### src/rtl/mem_readback_engine_pkg.sv
// Shared memory-bus types and constants for the read-back engine and its bus neighbours
// (fetch stage, arbiter).
package mem_readback_engine_pkg;

    localparam int PHYS_ADDR_W = 21;
    localparam int WORD_BYTES  = 8;
    localparam int WORD_W      = 8 * WORD_BYTES;
    localparam int BYTE_IDX_W  = $clog2(WORD_BYTES);

    typedef logic [PHYS_ADDR_W-1:0] phys_memory_address_t;

    localparam phys_memory_address_t CODE_SEGMENT_START = 21'h000000;
    localparam phys_memory_address_t DATA_SEGMENT_START = 21'h100000;

    typedef struct packed {
        logic                 valid;
        phys_memory_address_t addr;
    } mem_read_req_t;

    typedef enum logic [1:0] {
        RB_IDLE,
        RB_ISSUE,
        RB_WAIT,
        RB_DRAIN
    } rb_state_t;

endpackage

### src/rtl/mem_readback_engine_unpacker.sv
// Holds one fetched bus word and streams its bytes out little-endian, starting at the
// byte offset given when the word is loaded.
module word_to_byte_unpacker
    import mem_readback_engine_pkg::*;
(
    input  logic                  clk,
    input  logic                  reset,
    input  logic                  word_load,
    input  logic [WORD_W-1:0]     word_data,
    input  logic [BYTE_IDX_W-1:0] word_skip,
    input  logic                  stream_end,
    output logic                  word_empty,
    output logic                  word_drained,
    output logic                  out_valid,
    input  logic                  out_ready,
    output logic [7:0]            out_data
);

    logic [WORD_W-1:0]     buffer;
    logic [BYTE_IDX_W-1:0] byte_idx;
    logic                  buffer_full;
    logic                  byte_taken;

    assign byte_taken   = buffer_full && out_ready;
    assign word_drained = byte_taken && (byte_idx == BYTE_IDX_W'(WORD_BYTES - 1));
    assign word_empty   = !buffer_full;
    assign out_valid    = buffer_full;
    assign out_data     = buffer[8*byte_idx +: 8];

    // The buffer empties either at the top byte of the word or at the final byte of the dump.
    always_ff @(posedge clk or posedge reset) begin
        if (reset) begin
            buffer      <= '0;
            byte_idx    <= '0;
            buffer_full <= 1'b0;
        end else if (word_load) begin
            buffer      <= word_data;
            byte_idx    <= word_skip;
            buffer_full <= 1'b1;
        end else if (byte_taken) begin
            if (word_drained || stream_end) begin
                buffer_full <= 1'b0;
            end
            byte_idx <= byte_idx + BYTE_IDX_W'(1);
        end
    end

endmodule

### src/rtl/mem_readback_engine.sv
// Memory-bus initiator that reads a byte range out of DRAM, one word at a time, and
// emits it as a ready/valid byte stream.
module mem_readback_engine
    import mem_readback_engine_pkg::*;
#(
    parameter int ADDR_W = PHYS_ADDR_W,
    parameter int LEN_W  = PHYS_ADDR_W + 1
) (
    input  logic              clk,
    input  logic              reset,
    input  logic              start,
    input  logic [ADDR_W-1:0] start_addr,
    input  logic [LEN_W-1:0]  byte_count,
    output logic              busy,
    output logic              done,
    output logic              err,
    output logic              mem_req_valid,
    input  logic              mem_req_ready,
    output logic [ADDR_W-1:0] mem_req_addr,
    input  logic              mem_rsp_valid,
    input  logic [63:0]       mem_rsp_data,
    output logic              out_valid,
    input  logic              out_ready,
    output logic [7:0]        out_data,
    output logic              out_last
);

    rb_state_t             state, next_state;
    logic [ADDR_W-1:0]     cur_word;
    logic [LEN_W-1:0]      remaining;
    logic [BYTE_IDX_W-1:0] skip;

    logic start_dump, start_empty, rsp_accept, byte_taken, dump_end, final_byte;
    logic word_load, word_empty, word_drained;

    assign start_dump  = (state == RB_IDLE) && start && (byte_count != '0);
    assign start_empty = (state == RB_IDLE) && start && (byte_count == '0);
    assign rsp_accept  = (state == RB_WAIT) && mem_rsp_valid;
    assign final_byte  = (remaining == LEN_W'(1));
    assign byte_taken  = out_valid && out_ready;
    assign dump_end    = byte_taken && final_byte;
    assign mem_req_addr = cur_word;

    always_ff @(posedge clk or posedge reset) begin
        if (reset) begin
            state <= RB_IDLE;
        end else begin
            state <= next_state;
        end
    end

    always_comb begin
        next_state = state;
        unique case (state)
            RB_IDLE:  if (start_dump) next_state = RB_ISSUE;
            RB_ISSUE: if (mem_req_ready) next_state = RB_WAIT;
            RB_WAIT:  if (mem_rsp_valid) next_state = RB_DRAIN;
            RB_DRAIN: begin
                if (dump_end) begin
                    next_state = RB_IDLE;
                end else if (word_drained) begin
                    next_state = RB_ISSUE;
                end
            end
            default:  next_state = RB_IDLE;
        endcase
    end

    // A request only goes out once the single word buffer has been fully drained.
    always_comb begin
        busy          = (state != RB_IDLE);
        mem_req_valid = (state == RB_ISSUE) && word_empty;
        word_load     = rsp_accept;
        out_last      = out_valid && final_byte;
    end

    always_ff @(posedge clk or posedge reset) begin
        if (reset) begin
            cur_word  <= '0;
            remaining <= '0;
            skip      <= '0;
            done      <= 1'b0;
            err       <= 1'b0;
        end else begin
            done <= start_empty || dump_end;
            if (mem_rsp_valid && (state != RB_WAIT)) begin
                err <= 1'b1;
            end
            if (start_dump) begin
                cur_word  <= {start_addr[ADDR_W-1:BYTE_IDX_W], BYTE_IDX_W'(0)};
                skip      <= start_addr[BYTE_IDX_W-1:0];
                remaining <= byte_count;
            end else begin
                if (rsp_accept) begin
                    skip <= '0;
                end
                if (byte_taken) begin
                    remaining <= remaining - LEN_W'(1);
                end
                // Address rollover past the top of memory is intentionally silent.
                if (word_drained && !dump_end) begin
                    cur_word <= cur_word + ADDR_W'(WORD_BYTES);
                end
            end
        end
    end

    word_to_byte_unpacker u_unpacker (
        .clk          (clk),
        .reset        (reset),
        .word_load    (word_load),
        .word_data    (mem_rsp_data),
        .word_skip    (skip),
        .stream_end   (final_byte),
        .word_empty   (word_empty),
        .word_drained (word_drained),
        .out_valid    (out_valid),
        .out_ready    (out_ready),
        .out_data     (out_data)
    );

endmodule
### config.mk
export PLATFORM = sky130hd
export DESIGN_NAME = mem_readback_engine
export DESIGN_NICKNAME = d
export VERILOG_FILES = /design/src/rtl/mem_readback_engine_pkg.sv /design/src/rtl/mem_readback_engine_unpacker.sv /design/src/rtl/mem_readback_engine.sv
export SDC_FILE = /design/constraint.sdc
export NUM_CORES = 1
export LEC_CHECK = 0
export CORE_ASPECT_RATIO = 0.5
export CORE_MARGIN = 2
export CORE_UTILIZATION = 45
export CTS_CLUSTER_SIZE = 8
export DETAILED_ROUTE_END_ITERATION = 6
export PLACE_DENSITY = 0.76
export SYNTH_ARGS = -nofsm -noshare
export SYNTH_HDL_FRONTEND = slang
export SYNTH_SLANG_ARGS = --single-unit
### constraint.sdc
create_clock -name clk -period 3.4 [get_ports clk]
set_input_delay 0.34 -clock clk [delete_from_list [all_inputs] [get_ports clk]]
set_output_delay 0.34 -clock clk [all_outputs]
set_load 0.01 [all_outputs]
==> impl_metrics.json, run 1 <==
{
  "wl_per_cell_um": 16.2,
  "syn_inst": 497,
  "numCtsBuffers": 17,
  "dieWidth_um": 165,
  "required_ps": 3060,
  "drive_gt1_share_pct": 20.5,
  "n_antenna_cell": 0,
  "ys_types": 45,
  "min_period_ps": 2890,
  "viasPerCell": 5.29,
  "finalSetupViolCount": 0,
  "period_share_pct": 84.9,
  "netlist_area_mm2": 0.00583,
  "synth_edf_count": 0,
  "grt-ovfl-total": 0,
  "htreeDepth": 4,
  "min_path_type": "input pin to async pin",
  "fmax_mhz": 347,
  "start_util_pct": 46.1,
  "cts_tree": "built",
  "most-common-layout-cells": "clkdlybuf4s50_1 (144), dfrtp_1 (115), mux2_2 (72), nor2_1 (57), a21oi_1 (42)",
  "drv_slew": 0,
  "place_hpwl_um": 9620,
  "synth_flop_cell": "dfrtp_1",
  "ys_warn_count": 0,
  "rsz0062_at_grt": "no",
  "hold_viol_final": 0,
  "slowest_delay_ps": 540,
  "grt_pass1_wl_um": 21800,
  "peakVddDrop_uv": 592,
  "detail-route-antenna-nets": 0,
  "grt_max_degree": 68,
  "multi_input_area_mm2": 0.00279,
  "ioPinCount": 148,
  "cp_cell_sequence": "nor4_1, nand4_1, buf_4, nor2_1, and2_1, clkdlybuf4s50_1",
  "ys_seq_area_share_pct": 49.3,
  "async_reset_ff_share_pct": 100,
  "worst_setup_path_end_kind": "primary output",
  "final.fill_count": 1001,
  "hold_ws_ps": 404,
  "syn_to_final_growth_pct": 37.9,
  "slew_headroom_pct": 52.5,
  "clk_latency_ps": 410,
  "final_common_cell": "clkdlybuf4s50_1",
  "status": "completed",
  "antenna_found_initial": 0,
  "grt_pass1_vias": 4468,
  "drt_wl_total_um": 13400,
  "num_rows": 29,
  "drt_iter0_markers": 190,
  "cts_hold_buf": 0,
  "crit_arrival_ps": 2550,
  "crit_type": "flip-flop to primary output",
  "regArea_mm2": 0.00288,
  "clock_path_buffers": 2,
  "critPathMaxFanout": 20,
  "drv_cap": 0,
  "path_clk_slew_ps": 60,
  "cts_root_buffer": "clkbuf_16",
  "syn_avg_cell_area_um2": 11.7,
  "cp_slowest_cell": "clkdlybuf4s50_1",
  "io_buffers": 144,
  "pwr_density_cell_mw_per_mm2": 908,
  "die_area_mm2": 0.0139,
  "setup_tns_ps": 0,
  "drt-pass1-iter-count": 5,
  "worst_pin_slew_ps": 713,
  "cp-start-kind": "flip-flop",
  "die_h_um": 84.5,
  "num_vias": 4364,
  "coreArea_mm2": 0.0127,
  "cts.sinks": 115,
  "track_usage_pct": 20.1,
  "fin_skew_ps": 10.8,
  "place.gp.congestion": 0.795,
  "p_leak_uw": 0.00323,
  "cts.repair.resized": 0,
  "fin_nets": 766,
  "drc_errors": 0,
  "post_cts_buffers": 0,
  "synth-seq-cells": 115
}
-- sequential cells by signal (all words and copies together) (netlist names) --
| signal | flops |
|---|---|
| done | 1 |
| err | 1 |
| mem_req_addr | 18 |
| remaining | 22 |
| skip | 3 |
| state | 2 |
| u_unpacker.buffer | 64 |
| u_unpacker.byte_idx | 3 |
| u_unpacker.out_valid | 1 |
-- routing by layer --
| metal | part of all wire (%) | GRT usage [%] |
|---|---|---|
| met5 | 0 | 0 |
| met4 | 0.60 | 4.74 |
| met2 | 50 | 32.4 |
| met3 | 6.1 | 5.88 |
| met1 | 44 | 27.0 |
-- cell usage after synthesis, drive strengths merged, types with 2 or more instances --
cell / count / share of area, %
a21oi: 42 / 3.6
and2: 5 / 0.54
and3: 4 / 0.43
buf: 11 / 1.0
clkbuf: 17 / 1.1
dfrtp: 115 / 49
ha: 10 / 2.1
inv: 13 / 0.84
mux2: 73 / 14
mux2i: 3 / 0.51
mux4: 16 / 6.2
nand2: 12 / 0.77
nand3: 6 / 0.51
nand4: 7 / 0.75
nor2: 57 / 3.7
nor2b: 2 / 0.21
nor3: 13 / 1.2
nor4: 12 / 1.8
o2111ai: 9 / 1.4
o211ai: 6 / 0.77
o21ai: 7 / 0.60
o31a: 2 / 0.30
or3: 2 / 0.21
xnor2: 17 / 2.6
xor2: 21 / 3.2
-- critical path: cells and delay by family, from the launching register on --
family / cells / cell delay, ps
buf+inv: 2 / 770
flops: 1 / 420
simple gates: 4 / 950
-- logic make-up (layout without fill, tap and decap cells) --
group | Yosys count | after routing | share of synthesized area, %
muxes | 92 | 92 | 20.8
other | 1 | 3 | 0.0643
AOI/OAI and AO/OA | 75 | 75 | 7.91
adders and majority gates | 10 | 10 | 2.14
and+or+nand+nor | 125 | 125 | 11.1
DFF | 115 | 115 | 49.3
xor gates and xnor gates | 38 | 38 | 5.70
buffers and inverters | 41 | 197 | 2.96
-- report_power, final --
group,switching (uW),total (uW),internal (uW)
Combinational,1200,2970,1760
Clock,635,1730,1090
Sequential,551,2610,2060
-- worst paths after layout --
path / from / to / slack [ps] / depth (start not counted)
min in group clk: err / err / 460 / 1
min reg2reg: err / err / 460 / 1
max in group asynchronous: reset / u_unpacker.buffer[0] / 2140 / 3
max: remaining[14] / out_last / 510 / 6
min: reset / u_unpacker.buffer[44] / 400 / 2
max reg2reg: u_unpacker.byte_idx[0] / mem_req_addr[8] / 900 / 8
-- stage by stage --
stage               worst slack, ps  util (%)  power [uW]  area [um^2]  instances
finish                          515      63.5        7300         8040        825
global route                    388      63.5        7770         8040        825
CTS                             506      63.5        7380         8040        825
detailed placement              960      59.0        5610         7470        794
global placement               1020      59.0        5520         7470        794
floorplan                      15.9         -        4460         5840        499
-- layout make-up --
type / instances / area share [%]
timing repair buffer: 153 / 19.1
sequential: 115 / 35.8
tap: 170 / 2.64
clock inverter: 12 / 1.63
inverter: 13 / 0.638
clock buffer: 19 / 5.51
multi-input combinational: 343 / 34.7
Note: power is estimated with default switching activity, not from simulation.
==> run 2: changes to the inputs <==
CORE_UTILIZATION = 50   (was 45)
PLACE_DENSITY = 0.8   (was 0.76)
clock period = 2.85 ns   (was 3.4 ns; I/O delays follow)
==> impl_metrics.json, run 2 (synthesized netlist as in run 1, its figures left out) <==
{
  "p_int_uw": 5810,
  "instances_no_fill": 816,
  "antenna_found_initial": 0,
  "cts.sinks": 115,
  "crit_type": "flip-flop to primary output",
  "final_common_cell": "clkdlybuf4s50_1",
  "path_clk_slew_ps": 60,
  "min_period_ps": 2750,
  "ioPinCount": 148,
  "drive_gt1_share_pct": 21.0,
  "largest_register_ff_count": 64,
  "viasPerCell": 5.38,
  "drc_errors": 0,
  "drt-pass1-iter-count": 4,
  "fin_skew_ps": 8.19,
  "cts_tree": "built",
  "most-common-layout-cells": "clkdlybuf4s50_1 (144), dfrtp_1 (115), mux2_2 (72), nor2_1 (56), a21oi_1 (42)",
  "slew_headroom_pct": 55.6,
  "grt_pass1_wl_um": 22200,
  "grt_max_degree": 69,
  "cts_root_buffer": "clkbuf_16",
  "rsz0062_at_grt": "no",
  "dp_cells": 784,
  "dieWidth_um": 157,
  "hold_viol_final": 0,
  "detail-route-antenna-nets": 0,
  "p_seq_share_pct": 35.8,
  "crit_arrival_ps": 2460,
  "grt-ovfl-total": 0,
  "cp-start-kind": "flip-flop",
  "drt_iter0_markers": 188,
  "wl_per_cell_um": 16.7,
  "drt_wl_total_um": 13700,
  "syn_to_final_growth_pct": 38.5,
  "finalSetupViolCount": 0,
  "clk_latency_ps": 410,
  "pwr-share-clk_pct": 23.3,
  "n_antenna_cell": 0,
  "io_buffers": 144,
  "fin_nets": 768,
  "p_leak_uw": 0.00325,
  "place_hpwl_um": 9840,
  "status": "completed",
  "setup_tns_ps": 0,
  "worst_pin_slew_ps": 664,
  "fmax_mhz": 364,
  "drv_cap": 0,
  "place.gp.congestion": 0.805,
  "power.share.combinational_pct": 40.8,
  "grt_pass1_vias": 4617,
  "power_switching_uw": 2960,
  "peakVddDrop_uv": 817,
  "period_share_pct": 96.4,
  "worst_setup_path_end_kind": "primary output",
  "coreArea_mm2": 0.0112,
  "required_ps": 2570,
  "swShare_pct": 33.7,
  "largest-register": "u_unpacker.buffer",
  "htreeDepth": 4,
  "num_vias": 4387,
  "track_usage_pct": 23.0,
  "start_util_pct": 52.2,
  "num_rows": 27,
  "numCtsBuffers": 17,
  "die_h_um": 80.4,
  "pwr_density_cell_mw_per_mm2": 1090,
  "die_area_mm2": 0.0126,
  "clock_path_buffers": 2,
  "critPathMaxFanout": 5,
  "min_path_type": "input pin to async pin",
  "drv_slew": 0
}
[run 2: cell count changes in the layout (fill, tap and decap cells not counted), sizes merged]
cell and change:
buf +2, bufinv -1, clkbuf -2, clkinvlp -1, inv +4
[run 2: cell type report]
cell class	instances	area [um^2]
Clock buffer	17	425
Multi-Input combinational cell	343	2800
Timing Repair Buffer	155	1590
Tap cell	159	199
Sequential cell	115	2880
Inverter	13	52.6
Clock inverter	14	144
Fill cell	796	3100
[run 2: critical path, cell delays in order (launching register included)]
cell             delay (ps)
dfrtp_1                 420
nor4_1                  430
nand4_1                 140
buf_4                   180
nor2_2                  190
and2_1                  170
clkdlybuf4s50_1         530
[run 2: power groups by stage]
stage | logic (uW) | registers [uW] | clock network [uW]
floorplan | 2340 | 2990 | 0
global placement | 3500 | 3100 | 0
detailed placement | 3580 | 3150 | 0
CTS | 3620 | 3140 | 2090
global route | 3910 | 3250 | 2150
finish | 3580 | 3140 | 2050
[run 2: what timing repair did]
action	4_1_cts	5_1_grt
hold buffers	0	0
resized for setup	1	0
endpoints found under the setup margin	1	1
endpoints found under the hold margin	0	0
pin swaps	0	1
gates cloned	0	0
buffers inserted	0	1
[run 2: metrics by stage]
step	hold slack (ps)	power (uW)	utilization (%)	setup slack, ps	area [um^2]
6_report	318	8770	72.3	102	8080
5_1_grt	382	9310	72.3	13.0	8080
4_1_cts	327	8840	72.2	14.8	8070
3_5_place_dp	453	6730	67.1	427	7500
3_3_place_gp	444	6600	67.1	429	7500
2_1_floorplan	406	5320	-	669	5850
[run 2: final timing paths]
kind	slack [ps]	cells past startpoint	end	from
max in group asynchronous	1890	3	remaining[3]	reset
worst max-delay path	100	6	out_last	remaining[14]
worst max register to register	400	7	mem_req_addr[13]	u_unpacker.byte_idx[1]
min in group clk	450	3	mem_req_addr[13]	start_addr[13]
worst min-delay path	320	2	u_unpacker.buffer[44]	reset
worst min register to register	460	1	err	err
[run 2: per-layer routing]
| metal | global-route usage (%) | vias up | wire length, um |
|---|---|---|---|
| met5 | 0 | - | 0 |
| met4 | 8.53 | 0 | 183 |
| met3 | 7.61 | 15 | 1020 |
| met2 | 39.0 | 123 | 6800 |
| met1 | 27.7 | 2162 | 5650 |
| li1 | - | 2087 | - |
